<file path="config.mk">
export PLATFORM = sky130hd
export DESIGN_NAME = serial_subtractor
export DESIGN_NICKNAME = d
export VERILOG_FILES = /design/src/rtl/serial_subtractor.sv
export SDC_FILE = /design/constraint.sdc
export NUM_CORES = 1
export LEC_CHECK = 0
export CORE_ASPECT_RATIO = 1.4
export CORE_MARGIN = 10
export CORE_UTILIZATION = 53
export CTS_CLUSTER_SIZE = 20
export DETAILED_ROUTE_END_ITERATION = 8
export GPL_TIMING_DRIVEN = 0
export PLACE_DENSITY_LB_ADDON = 0.05
export SLEW_MARGIN = 20
export SYNTH_ARGS = -nofsm -noshare
export SYNTH_HDL_FRONTEND = slang
export SYNTH_SLANG_ARGS = --single-unit
export TNS_END_PERCENT = 1
</file>
<file path="constraint.sdc">
create_clock -name clk -period 5.7 [get_ports clk]
set_input_delay 0.855 -clock clk [delete_from_list [all_inputs] [get_ports clk]]
set_output_delay 0.855 -clock clk [all_outputs]
set_load 0.01 [all_outputs]
</file>
<file path="src/rtl/serial_subtractor.sv">
// Bit-serial subtractor: one full-adder slice computes a + ~b + ~borrow per clock, LSB first.
// A start/busy/done handshake frames each WIDTH-cycle operation; results update only at completion.
module serial_subtractor #(
    parameter int WIDTH = 4
) (
    input  logic             clk,
    input  logic             rst_n,
    input  logic             start,
    input  logic [WIDTH-1:0] a,
    input  logic [WIDTH-1:0] b,
    input  logic             borrow_in,
    output logic             busy,
    output logic             done,
    output logic [WIDTH-1:0] diff,
    output logic             borrow_out,
    output logic             overflow
);

    localparam int CNT_W = (WIDTH > 1) ? $clog2(WIDTH) : 1;
    localparam int SR_W  = WIDTH - 1;
    localparam logic [CNT_W-1:0] LAST = CNT_W'(WIDTH - 1);

    typedef enum logic [1:0] {
        IDLE  = 2'd0,
        SHIFT = 2'd1,
        DONE  = 2'd2
    } state_t;

    state_t           state, state_nxt;
    logic [WIDTH-1:0] a_q, b_q;
    logic [CNT_W-1:0] cnt_q;
    logic             brw_q;
    logic [SR_W-1:0]  sr_q;
    logic [WIDTH-1:0] diff_q;
    logic             borrow_out_q, overflow_q;

    logic             accept, last_bit;
    logic [1:0]       slice;

    // Returns {borrow_next, sum_bit} for a - b - borrow via a + ~b + ~borrow.
    function automatic logic [1:0] sub_slice(input logic a_bit, input logic b_bit,
                                             input logic borrow);
        logic nb, cin, s, cout;
        nb   = ~b_bit;
        cin  = ~borrow;
        s    = a_bit ^ nb ^ cin;
        cout = (a_bit & nb) | (a_bit & cin) | (nb & cin);
        return {~cout, s};
    endfunction

    assign accept   = start && ((state == IDLE) || (state == DONE));
    assign last_bit = (cnt_q == LAST);
    assign slice    = sub_slice(a_q[cnt_q], b_q[cnt_q], brw_q);

    always_ff @(posedge clk or negedge rst_n) begin
        if (!rst_n) state <= IDLE;
        else        state <= state_nxt;
    end

    always_comb begin
        state_nxt = state;
        case (state)
            IDLE:    if (accept) state_nxt = SHIFT;
            SHIFT:   if (last_bit) state_nxt = DONE;
            DONE:    state_nxt = accept ? SHIFT : IDLE;
            default: state_nxt = IDLE;
        endcase
    end

    // Partial bits live in sr_q; the visible result registers change only on the last bit.
    always_ff @(posedge clk or negedge rst_n) begin
        if (!rst_n) begin
            a_q          <= '0;
            b_q          <= '0;
            cnt_q        <= '0;
            brw_q        <= 1'b0;
            sr_q         <= '0;
            diff_q       <= '0;
            borrow_out_q <= 1'b0;
            overflow_q   <= 1'b0;
        end else if (accept) begin
            a_q   <= a;
            b_q   <= b;
            brw_q <= borrow_in;
            cnt_q <= '0;
        end else if (state == SHIFT) begin
            sr_q  <= (sr_q >> 1) | (SR_W'(slice[0]) << (SR_W - 1));
            brw_q <= slice[1];
            if (last_bit) begin
                cnt_q        <= '0;
                diff_q       <= {slice[0], sr_q};
                borrow_out_q <= slice[1];
                overflow_q   <= (a_q[WIDTH-1] != b_q[WIDTH-1]) && (slice[0] != a_q[WIDTH-1]);
            end else begin
                cnt_q <= cnt_q + 1'b1;
            end
        end
    end

    assign busy       = (state == SHIFT);
    assign done       = (state == DONE);
    assign diff       = diff_q;
    assign borrow_out = borrow_out_q;
    assign overflow   = overflow_q;

endmodule

</file>
---- Yosys cells after proc, flatten, opt, wreduce, memory -nomap -nowiden ----
Cells that the tools add are included.
storage, ports and cells
  input bits .............................. 12
  bits in registers ....................... 22
  word-level logic and storage cells ...... 51
  output and inout port bits .............. 8
operators by class
  $lt $le $gt $ge ......................... 1
  add/subtract/negate cells ............... 1
  bitwise logic cells ..................... 12
  reductions and logical operators ........ 8
  equal/unequal tests ..................... 7
  mux-type cells .......................... 13
operator list
  kind                 count
  $mux 2               5
  $pmux 2 s3           1
  $mux 1               5
  $bmux 1 s2           2
  $eq 2x2->1 const B   2
  $not 1->1            4
  $reduce_and 2->1     2
  $and 1x1->1          3
  $lt 2x3->1 const B   1
  $or 2x3->3           1
  $reduce_and 3->1     1
  $add 2x1->2 const B  1
  $eq 2x1->1 const B   1
  $logic_and 1x1->1    2
  $logic_not 2->1      1
  $ne 1x1->1           2
  $ne 2x1->1 const B   1
  $ne 2x2->1 const B   1
  $or 1x1->1           2
  $reduce_bool 2->1    1
  $xor 1x1->1          2
  $logic_or 1x1->1     1

---- Longest topological paths before layout ----
Gate-level depths: netlist of run 1.
  depth in word-level cells ............... 9
  mapped depth ............................ 6
  mapped depth without buffers ............ 6

---- Worst setup path after synthesis of run 1 ----
OpenSTA, ideal clock, no wires.
  path kind ............................... flip-flop to flip-flop
  start point ............................. register cnt_q[0]
  end point ............................... register overflow_q (netlist: overflow)
  path slack .............................. 3.775 ns
  data required time ...................... 5.572 ns
  period minus slack after synthesis ...... 1.925 ns
  arrival time ............................ 1.797 ns
  library setup time ...................... 0.128 ns
  buffers on the path ..................... 0
  stages on the path, launching flop included .. 6
  cells stage by stage .................... dfrtp_1 -> mux4_1 -> fa_1 -> nor2b_1 -> a21oi_1 -> o21ai_0
between the ends
  word-level cells in the longest chain between the ends .. 7
  elaborated cells on any way between the ends .. 11
  those cells by class .................... 2 x eq/ne; 4 x mux; 3 x bitwise; 2 x reduce/logical
ends and longest elaborated chain
  what                          line  RTL
  start, declared               31    logic [CNT_W-1:0] cnt_q;
  start signal, assigned        95    cnt_q <= cnt_q + 1'b1;
  $bmux 1 s2                    53    assign slice = sub_slice(a_q[cnt_q], b_q[cnt_q], brw_q);
  $mux 1 (implied by the code)  53
  $not 1->1                     44    nb = ~b_bit;
  $xor 1x1->1 (2 in series)     46    s = a_bit ^ nb ^ cin;
  $ne 1x1->1                    93    overflow_q <= (a_q[WIDTH-1] != b_q[WIDTH-1]) && (slice[0] != a_q[WIDTH-1]);
  $logic_and 1x1->1             93
  end signal, assigned          93
  end, declared                 35    logic borrow_out_q, overflow_q;
Several ways; a longest one is shown, not always the timed one. The select of a mux whose other input is x is not followed.
A chain may end at the register's enable or synchronous reset.

---- Final worst setup path of run 1 ----
  start point ............................. register state[1]
  end point ............................... output port busy
between the ends
  word-level cells in the longest chain between the ends .. 1
ends and longest elaborated chain
  what                    line  RTL
  start, declared         29    state_t state, state_nxt;
  start signal, assigned  57    else state <= state_nxt;
  $eq 2x1->1              100   assign busy = (state == SHIFT);
  end, declared           12    output logic busy,
Every way passes these cells.

==> results of run 1 <==
## registers in the layout (all words and copies together) (netlist names)
signal	cells
a_q	4
b_q	4
diff	4
sr_q	3
cnt_q	2
state	2
borrow_out	1
brw_q	1
overflow	1
## layer usage
metal / vias up / track usage / share of wire
met2: 16 / 0.1508 / 0.48
met4: 0 / 0.04826 / 0.022
met1: 301 / 0.09812 / 0.44
met3: 5 / 0.02679 / 0.052
met5: - / 0 / 0
li1: 339 / - / -
## metrics by stage
step | cell area, sq um | setup slack (ns) | utilization | total power (uW) | instances
after detailed placement | 1195 | 3.538 | 0.6802 | 621.9 | 128
after global placement | 1195 | 3.559 | 0.6802 | 609.7 | 128
after global routing | 1217 | 3.126 | 0.6930 | 741.1 | 131
after floorplan | 979.7 | 3.775 | - | 507.6 | 89
final | 1217 | 3.205 | 0.6930 | 682.4 | 131
after CTS | 1217 | 3.189 | 0.6930 | 691.1 | 131
## power by group through the flow
stage                     sequential [uW]  clock (uW)  combinational (uW)
after floorplan                       286           0                 221
after global placement                287           0                 323
after detailed placement              290           0                 332
after CTS                             287        70.7                 334
after global routing                  295        77.5                 369
final                                 286        68.0                 328
## area by class of cell
cell class / instances / area [sq um] / area share
timing repair buffer: 19 / 190.2 / 0.1562
multi-input combinational: 61 / 395.4 / 0.3248
clock buffer: 3 / 22.52 / 0.01850
tap: 20 / 25.02 / 0.02055
inverter: 3 / 13.76 / 0.01131
buffer: 3 / 20.02 / 0.01644
sequential: 22 / 550.5 / 0.4522
## logic make-up after synthesis
logic type / count (synthesis)
multiplexers: 6
AO/OA/AOI/OAI: 7
AND/OR/NAND/NOR: 46
buffers and inverters: 6
flip-flops: 22
adder cells (fa/ha/maj): 2
## worst paths after layout
| kind | slack, ns | cells after the start | from | to |
|---|---|---|---|---|
| max in group asynchronous | 4.05 | 1 | rst_n | a_q[3] |
| min in group asynchronous | 1.07 | 1 | rst_n | diff[0] |
| worst min-delay path | 0.48 | 2 | b_q[1] | b_q[1] |
| worst min register to register | 0.48 | 2 | b_q[1] | b_q[1] |
| worst max register to register | 3.62 | 5 | cnt_q[0] | overflow |
| worst max-delay path | 3.21 | 4 | state[1] | busy |
## worst max-delay path: cells and delay by family (launching register included)
kind | cells | cell delay, ns
and+or+nand+nor | 1 | 0.14
DFF | 1 | 0.41
buffers and inverters | 3 | 0.77
## synth_stat cells
cell      instances  area, sq um
a21oi_1           1        5.000
and2b_1           1        7.510
buf_2             1        5.000
buf_4             2        15.01
dfrtp_1          22        550.5
fa_1              1        20.02
ha_1              1        12.51
inv_1             2        7.510
inv_4             1        6.260
mux2_4            4        60.06
mux4_1            1        26.28
mux4_2            1        22.52
nand2_1          35        131.4
nand2b_1          2        12.51
nand3_1           2        10.01
nand3b_4          1        20.02
nor2_1            1        3.750
nor2b_1           2        12.51
nor3_1            1        5.000
nor3b_1           1        7.510
o21ai_0           4        20.02
o22ai_1           1        6.260
o31ai_2           1        12.51
==> qor.yml, run 1 <==
fin_crit_ns: 2.495
p_leak_uw: 0.0006124
synth_fp_nets: 103
h-tree-depth: 1
skew_ns: 0.006745
dieArea_sq_um: 3992
place.gp.congestion: 0.8014
cts_buffers: 3
relSlewSlack: 0.3628
hpwl_um: 1336
worstSetupPathType: "flip-flop to output port"
yosys_warnings: 0
clkSinkCount: 22
ys_ff_latch: 22
clockBufferDepth: 2
grt_use_total: 0.08967
synth_mux_area_frac: 0.1111
die_w_um: 56.34
clk_latency_ns: 0.30
ys_seq_area_frac: 0.5619
start_util: 0.5577
worstHoldPathType: "flip-flop to flip-flop"
diodes: 0
cts_setup_buffers: 0
postCtsHoldBufs: 0
rows: 18
vias: 661
critPathRequiredTime_ns: 4.85
p_int_uw: 435.8
cp-start-kind: "flip-flop"
report.final.slew_viol_count: 0
synth-simple-area-share: 0.2146
drtAntennaViolNets: 0
max_stage_delay_ns: 0.53
cp_slowest_cell: "clkdlybuf4s50_1"
antenna_found_initial: 0
coreArea_sq_um: 1757
cp_cell_sequence: "nand2b_1, buf_4, inv_4, clkdlybuf4s50_1"
synth_top_family_by_area: "simple AND/OR/NAND/NOR gates"
ioPinCount: 20
wire_per_inst_um: 13.58
grt_max_degree: 23
setup_viol: 0
die_h_um: 70.87
cts_tree: "done"
drtIter0Drc: 23
clkSlewWorstSetupHoldPaths_ns: 0.11
drt_first_pass_iters: 4
fill_cells: 150
holdWs_ns: 0.4768
yosysUniqueCellTypes: 23
cts-root-buf: "clkbuf_4"
power_density_nw_per_um2: 560.5
wirelength_um: 1779
power_switching_uw: 246.6
grt_pass1_wl_um: 3022
num-nets-final: 127
max_freq_mhz: 400.8
power_frac_seq: 0.419
combPwrFrac: 0.481
synth_compound_area_frac: 0.04470
clockPowerShare: 0.100
irDropWorstVdd_uv: 272.2
power.share.switching: 0.3613
layout_commonest_cell: "nand2_1"
port_buffers: 19
gr-total-overflow: 0
synth-adder-area-share: 0.03321
postSynthAreaPerCell_sq_um: 11.01
rsz0062_at_grt: "false"
vias_per_cell: 5.046
hold_violations: 0
grt_pass1_vias: 711
cts_resized: 0
mostFrequentLayoutCells: "nand2_1 (35), dfrtp_1 (22), clkdlybuf4s50_1 (19)"
synth-xor-area-share: 0
fin_crit_sh: 0.4377
finalSetupTns_ns: 0
outcome: "finished clean"
post-route-drc-count: 0
maxCapViolations: 0
drive_gt1_frac: 0.1261
tightest_slew_ns: 0.9528
endpoint_kind: "output port"
synth.cell_area_sq_um: 979.7
critPathArrivalTime_ns: 1.64
syn_inst: 89
crit_fanout: 10
syn_to_final_growth_pct: 24.27
Note: power is estimated with default switching activity, not from simulation.
==> run 2, diff against run 1 <==
--- a/config.mk
+++ b/config.mk
@@ -7,7 +7,7 @@
 export LEC_CHECK = 0
 export CORE_ASPECT_RATIO = 1.4
 export CORE_MARGIN = 10
-export CORE_UTILIZATION = 53
+export CORE_UTILIZATION = 49
 export CTS_CLUSTER_SIZE = 20
 export DETAILED_ROUTE_END_ITERATION = 8
 export GPL_TIMING_DRIVEN = 0
==> constraint.sdc (replaced) <==
create_clock -name clk -period 2.3 [get_ports clk]
set_input_delay 0.345 -clock clk [delete_from_list [all_inputs] [get_ports clk]]
set_output_delay 0.345 -clock clk [all_outputs]
set_load 0.01 [all_outputs]
==> run 2 against run 1 <==
Against the previous run: final cell count grew 1.5%; setup slack lost 3.0 ns; first-iteration DRC count shrank 35%; hold slack gained 0.014 ns; non-clock buffer count is the same; die area grew 5.5%; global-route usage grew 1.1 points; largest power group unchanged.
==> qor.yml, run 2 (synthesis results as in run 1) <==
gr-total-overflow: 0  # unchanged
hold_violations: 0  # unchanged
drt_first_pass_iters: 2  # was 4
combPwrFrac: 0.464  # was 0.481
antenna_found_initial: 0  # unchanged
cts_tree: "done"  # unchanged
hpwl_um: 1461  # was 1336 um
grt_util_met1: 0.1124  # was 0.09812
ff_latch_area_sq_um: 550.5  # unchanged
drive_gt1_frac: 0.1339  # was 0.1261
grtUsageMet3: 0.02787  # was 0.02679
post-route-drc-count: 0  # unchanged
busiest_layer: "met2"  # unchanged
skew_ns: 0.002371  # was 0.006745 ns
clockBufferDepth: 2  # unchanged
clk_latency_ns: 0.32  # was 0.30 ns
cts_buffers: 3  # unchanged
finalSetupTns_ns: 0  # unchanged
place.gp.congestion: 0.7669  # was 0.8014
cp-start-kind: "flip-flop"  # unchanged
grt_use_total: 0.1007  # was 0.08967
grt_util_met2: 0.1675  # was 0.1508
syn_to_final_growth_pct: 25.80  # was 24.27%
cts_resized: 0  # unchanged
clockPowerShare: 0.127  # was 0.100
relSlewSlack: 0.3464  # was 0.3628
fill_cells: 161  # was 150
port_buffers: 19  # unchanged
critPathArrivalTime_ns: 2.30  # was 1.64 ns
irDropWorstVdd_uv: 731.9  # was 272.2 uV
min_from: "a_q[0]"  # was b_q[1]
mostFrequentLayoutCells: "nand2_1 (35), dfrtp_1 (22), clkdlybuf4s50_1 (19)"  # unchanged
grt_pass1_wl_um: 3387  # was 3022 um
finalPower_uw: 1744  # was 682.4 uW
dieArea_sq_um: 4213  # was 3992 sq um
grt_max_degree: 23  # unchanged
r2r_end: "overflow"  # unchanged
p_int_uw: 1114  # was 435.8 uW
ff2ff_setup_slack_ns: 0.25  # was 3.62 ns
layout_commonest_cell: "nand2_1"  # unchanged
die_w_um: 57.79  # was 56.34 um
power_frac_seq: 0.409  # was 0.419
setup_viol: 0  # unchanged
power_switching_uw: 629.1  # was 246.6 uW
worstHoldPathType: "flip-flop to flip-flop"  # unchanged
power.share.switching: 0.3608  # was 0.3613
num-nets-final: 127  # unchanged
outcome: "finished clean"  # unchanged
ioPinCount: 20  # unchanged
wirelength_um: 1930  # was 1779 um
clkSlewWorstSetupHoldPaths_ns: 0.13  # was 0.11 ns
drtIter0Drc: 15  # was 23
power_density_nw_per_um2: 1415  # was 560.5 nW/um^2
utilization: 0.6400  # was 0.6930
diodes: 0  # unchanged
endpoint_kind: "flip-flop"  # was output port
start_util: 0.5088  # was 0.5577
fin_crit_ns: 2.046
maxCapViolations: 0  # unchanged
crit_fanout: 5  # was 10
rows: 19  # was 18
cts_setup_buffers: 0  # unchanged
hold_depth: 2  # unchanged
grt_pass1_vias: 757  # was 711
max_freq_mhz: 488.7
postCtsHoldBufs: 0  # unchanged
holdWs_ns: 0.4912  # was 0.4768 ns
fin_crit_sh: 0.8897
wire_per_inst_um: 14.51  # was 13.58 um
tightest_slew_ns: 0.9773  # was 0.9528 ns
p_leak_uw: 0.0006196  # was 0.0006124 uW
drtAntennaViolNets: 0  # unchanged
report.final.slew_viol_count: 0  # unchanged
multi_input_area_sq_um: 395.4  # unchanged
critPathRequiredTime_ns: 2.55  # was 4.85 ns
h-tree-depth: 1  # unchanged
rsz0062_at_grt: "false"  # unchanged
clkSinkCount: 22  # unchanged
r2r-start: "cnt_q[0]"  # unchanged
vias_per_cell: 5.083  # was 5.046
vias: 676  # was 661
worst-r2r-cell-count: 5  # unchanged
cts-root-buf: "clkbuf_4"  # unchanged
coreArea_sq_um: 1926  # was 1757 sq um
worstSetupPathType: "flip-flop to flip-flop"  # was flip-flop to output port
holdPathEnd: "a_q[0]"  # was b_q[1]
die_h_um: 72.91  # was 70.87 um
==> run 2: cell types whose count changed in the layout (fill, tap and decap cells not counted) <==
cell,previous run,this run
clkbuf_8,0,1
==> run 2: worst max-delay path, cell delays in order, from the launching register on <==
cell	delay [ns]
dfrtp_1	0.49
mux4_1	0.60
fa_1	0.55
nor2b_1	0.14
a21oi_1	0.06
o21ai_0	0.13
==> run 2: through the flow <==
stage / instances / setup WS [ns] / instance area [sq um]
3_5_place_dp: 129 / 0.2648 / 1196
4_1_cts: 133 / 0.2441 / 1232
6_report: 133 / 0.2537 / 1232
2_1_floorplan: 89 / 0.3746 / 979.7
3_3_place_gp: 129 / 0.2794 / 1196
5_1_grt: 133 / 0.1499 / 1232
==> run 2: power by group through the flow <==
stage,Clock [uW],Sequential [uW],Combinational [uW]
global placement,0,712,803
detailed placement,0,726,826
CTS,221,716,829
finish,221,714,809
global route,234,735,923
floorplan,0,709,549
==> run 2: cell type report <==
cell class                 instances  share of cell area
multi-input combinational         61              0.3208
buffer                             3             0.01624
sequential                        22              0.4467
tap                               21             0.02132
timing repair buffer              19              0.1543
inverter                           3             0.01117
clock buffer                       4             0.02944
==> run 2: metal layers <==
| layer | wire (um) | vias to the layer above |
|---|---|---|
| met5 | 0 | - |
| li1 | - | 336 |
| met2 | 969 | 15 |
| met4 | 33 | 0 |
| met3 | 105 | 4 |
| met1 | 822 | 321 |
==> run 2: worst max-delay path by stage <==
stage | from | endpoint | slack [ns] | cells past startpoint
after CTS | cnt_q[0] | overflow | 0.24 | 5
after detailed placement | cnt_q[0] | overflow | 0.26 | 5
after global routing | cnt_q[0] | overflow | 0.15 | 5
final | cnt_q[0] | overflow | 0.25 | 5
after global placement | cnt_q[0] | overflow | 0.28 | 5
after floorplan | cnt_q[0] | overflow | 0.37 | 5
==> run 3, diff against run 2 <==
--- a/config.mk
+++ b/config.mk
@@ -8,9 +8,8 @@
 export CORE_ASPECT_RATIO = 1.4
 export CORE_MARGIN = 10
 export CORE_UTILIZATION = 49
-export CTS_CLUSTER_SIZE = 20
+export CTS_CLUSTER_SIZE = 14
 export DETAILED_ROUTE_END_ITERATION = 8
-export GPL_TIMING_DRIVEN = 0
 export PLACE_DENSITY_LB_ADDON = 0.05
 export SLEW_MARGIN = 20
 export SYNTH_ARGS = -nofsm -noshare
==> run 3 against run 2 <==
Against the previous run: final cell count fell by 0.75%; combinational power barely moved; clock power rose by 33%; clock-buffer cell count fell by 1; sequential power barely moved; fmax fell by 1.2%; core utilization rose by 0.58 points; wire length fell by 1.1%; setup slack got worse by 0.025 ns; register-to-register slack got worse by 0.03 ns; clock skew rose by 0.0055 ns; critical path type unchanged.
==> qor.yml, run 3 (synthesis results as in run 1) <==
skew_ns: 0.007887  # was 0.002371 ns
vias: 669  # was 676
dp_slack_ns: 0.2514  # was 0.2648 ns
fin_cells: 132  # was 133
report.final.slew_viol_count: 0  # unchanged
place_area_sq_um: 1191  # was 1196 sq um
cts-root-buf: "clkbuf_4"  # unchanged
wire_per_inst_um: 14.46  # was 14.51 um
worst_path_dominant_cell_family: "multiplexers"  # unchanged
drt_first_pass_iters: 4  # was 2
crit_fanout: 5  # unchanged
clkSlewWorstSetupHoldPaths_ns: 0.13  # about the same
finalSetupTns_ns: 0  # unchanged
diodes: 0  # unchanged
place.gp.congestion: 0.8081  # was 0.7669
hpwl_um: 1430  # was 1461 um
setup_viol: 0  # unchanged
critPathRequiredTime_ns: 2.53  # was 2.55 ns
setup_ws_ns: 0.2286  # was 0.2537 ns
grt_max_degree: 23  # unchanged
die_w_um: 57.79  # unchanged
power.share.switching: 0.3460  # was 0.3608
fill_cells: 169  # was 161
irDropWorstVdd_uv: 767.4  # was 731.9 uV
clockPowerShare: 0.162  # was 0.127
layout_commonest_cell: "nand2_1"  # unchanged
cp-start-kind: "flip-flop"  # unchanged
power_density_nw_per_um2: 1458  # was 1415 nW/um^2
drive_gt1_frac: 0.1261  # was 0.1339
mostFrequentLayoutCells: "nand2_1 (35), dfrtp_1 (22), clkdlybuf4s50_1 (19)"  # unchanged
wirelength_um: 1909  # was 1930 um
clk_latency_ns: 0.31  # was 0.32 ns
tightest_slew_ns: 0.5925  # was 0.9773 ns
start_util: 0.5088  # unchanged
ff_latch_area_sq_um: 550.5  # unchanged
busiest_layer: "met2"  # unchanged
num-nets-final: 126  # was 127
power_switching_uw: 627.5  # was 629.1 uW
ioPinCount: 20  # unchanged
grt_util_met1: 0.1149  # was 0.1124
max_stage_delay_ns: 0.60  # about the same
cts_tree: "done"  # unchanged
relSlewSlack: 0.6042  # was 0.3464
cts_setup_buffers: 0  # unchanged
combPwrFrac: 0.445  # was 0.464
grt_pass1_vias: 713  # was 757
dieArea_sq_um: 4213  # unchanged
grt_pass1_wl_um: 3387  # unchanged
rows: 19  # unchanged
cts_buffers: 3  # unchanged
drtAntennaViolNets: 0  # unchanged
p_int_uw: 1186  # was 1114 uW
clockBufferDepth: 2  # unchanged
p_leak_uw: 0.0006221  # was 0.0006196 uW
final_cell_area_sq_um: 1244  # was 1232 sq um
fin_crit_sh: 0.9006  # was 0.8897
critPathArrivalTime_ns: 2.31  # was 2.30 ns
post-route-drc-count: 0  # unchanged
cts_resized: 0  # unchanged
endpoint_kind: "flip-flop"  # unchanged
dp_cells: 128  # was 129
cp_slowest_cell: "mux4_1"  # unchanged
fin_crit_ns: 2.071  # was 2.046 ns
clkSinkCount: 22  # unchanged
port_buffers: 19  # unchanged
die_h_um: 72.91  # unchanged
hold_violations: 0  # unchanged
max_freq_mhz: 482.8  # was 488.7 MHz
antenna_found_initial: 0  # unchanged
grt_use_total: 0.09982  # was 0.1007
maxCapViolations: 0  # unchanged
vias_per_cell: 5.068  # was 5.083
postCtsHoldBufs: 0  # unchanged
grtUsageMet3: 0.03310  # was 0.02787
coreArea_sq_um: 1926  # unchanged
syn_to_final_growth_pct: 26.95  # was 25.80%
crit_buf_inv: 0  # unchanged
worstHoldPathType: "input port to asynchronous set/reset pin"  # was flip-flop to flip-flop
gr-total-overflow: 0  # unchanged
multi_input_area_sq_um: 395.4  # unchanged
worstSetupPathType: "flip-flop to flip-flop"  # unchanged
power_frac_seq: 0.393  # was 0.409
drtIter0Drc: 16  # was 15
outcome: "finished clean"  # unchanged
grt_util_met2: 0.1615  # was 0.1675
rsz0062_at_grt: "false"  # unchanged
cp_cell_sequence: "mux4_1, fa_1, nor3b_1, a21oi_1, o21ai_0"  # was mux4_1, fa_1, nor2b_1, a21oi_1, o21ai_0
h-tree-depth: 1  # unchanged
-- run 3: changes by cell type in the layout (fill, tap and decap cells not counted) --
cell       before  now
clkbuf_8        1    0
buf_2           1    0
bufinv_16       0    1
-- run 3: power by group through the flow --
| stage | registers, uW | clock network, uW | logic (uW) |
|---|---|---|---|
| 2_1_floorplan | 709 | 0 | 549 |
| 3_3_place_gp | 714 | 0 | 791 |
| 3_5_place_dp | 725 | 0 | 811 |
| 4_1_cts | 716 | 301 | 822 |
| 5_1_grt | 745 | 312 | 935 |
| 6_report | 713 | 293 | 807 |
-- run 3: per-layer routing --
metal / share of wire / vias to the layer above
li1: - / 336
met1: 0.39 / 312
met2: 0.53 / 16
met3: 0.071 / 5
met4: 0.016 / 0
met5: 0 / -
-- run 3: path summary, 6_finish.rpt --
path | slack [ns] | cells after the start | end | startpoint
worst max-delay path | 0.23 | 5 | overflow | cnt_q[0]
worst min-delay path | 0.37 | 2 | diff[1] | rst_n
worst max register to register | 0.23 | 5 | overflow | cnt_q[0]
worst min register to register | 0.49 | 2 | sr_q[0] | sr_q[0]
max in group asynchronous | 1.70 | 2 | b_q[0] | rst_n
min in group clk | 0.49 | 2 | sr_q[0] | sr_q[0]
-- run 3: metrics by stage --
step | hold WS (ns) | total power, uW | util
final | 0.3742 | 1813 | 0.6459
after global placement | 0.4587 | 1505 | 0.6186
after CTS | 0.3770 | 1839 | 0.6459
after global routing | 0.3751 | 1992 | 0.6459
after detailed placement | 0.4641 | 1535 | 0.6186
after floorplan | 0.04941 | 1258 | -
-- run 3: area by class of cell --
type,instances,share of cell area
clock inverters,1,0.02414
well taps,21,0.02113
clock buffers,3,0.01811
inverters,3,0.01107
flip-flops and latches,22,0.4427
multi-input cells,61,0.3179
repair buffers,21,0.1650
-- run 3: worst register-to-register path, stage by stage (launching register included) --
cell     delay, ns
dfrtp_1       0.47
mux4_1        0.60
fa_1          0.50
nor3b_1       0.21
a21oi_1       0.06
o21ai_0       0.16
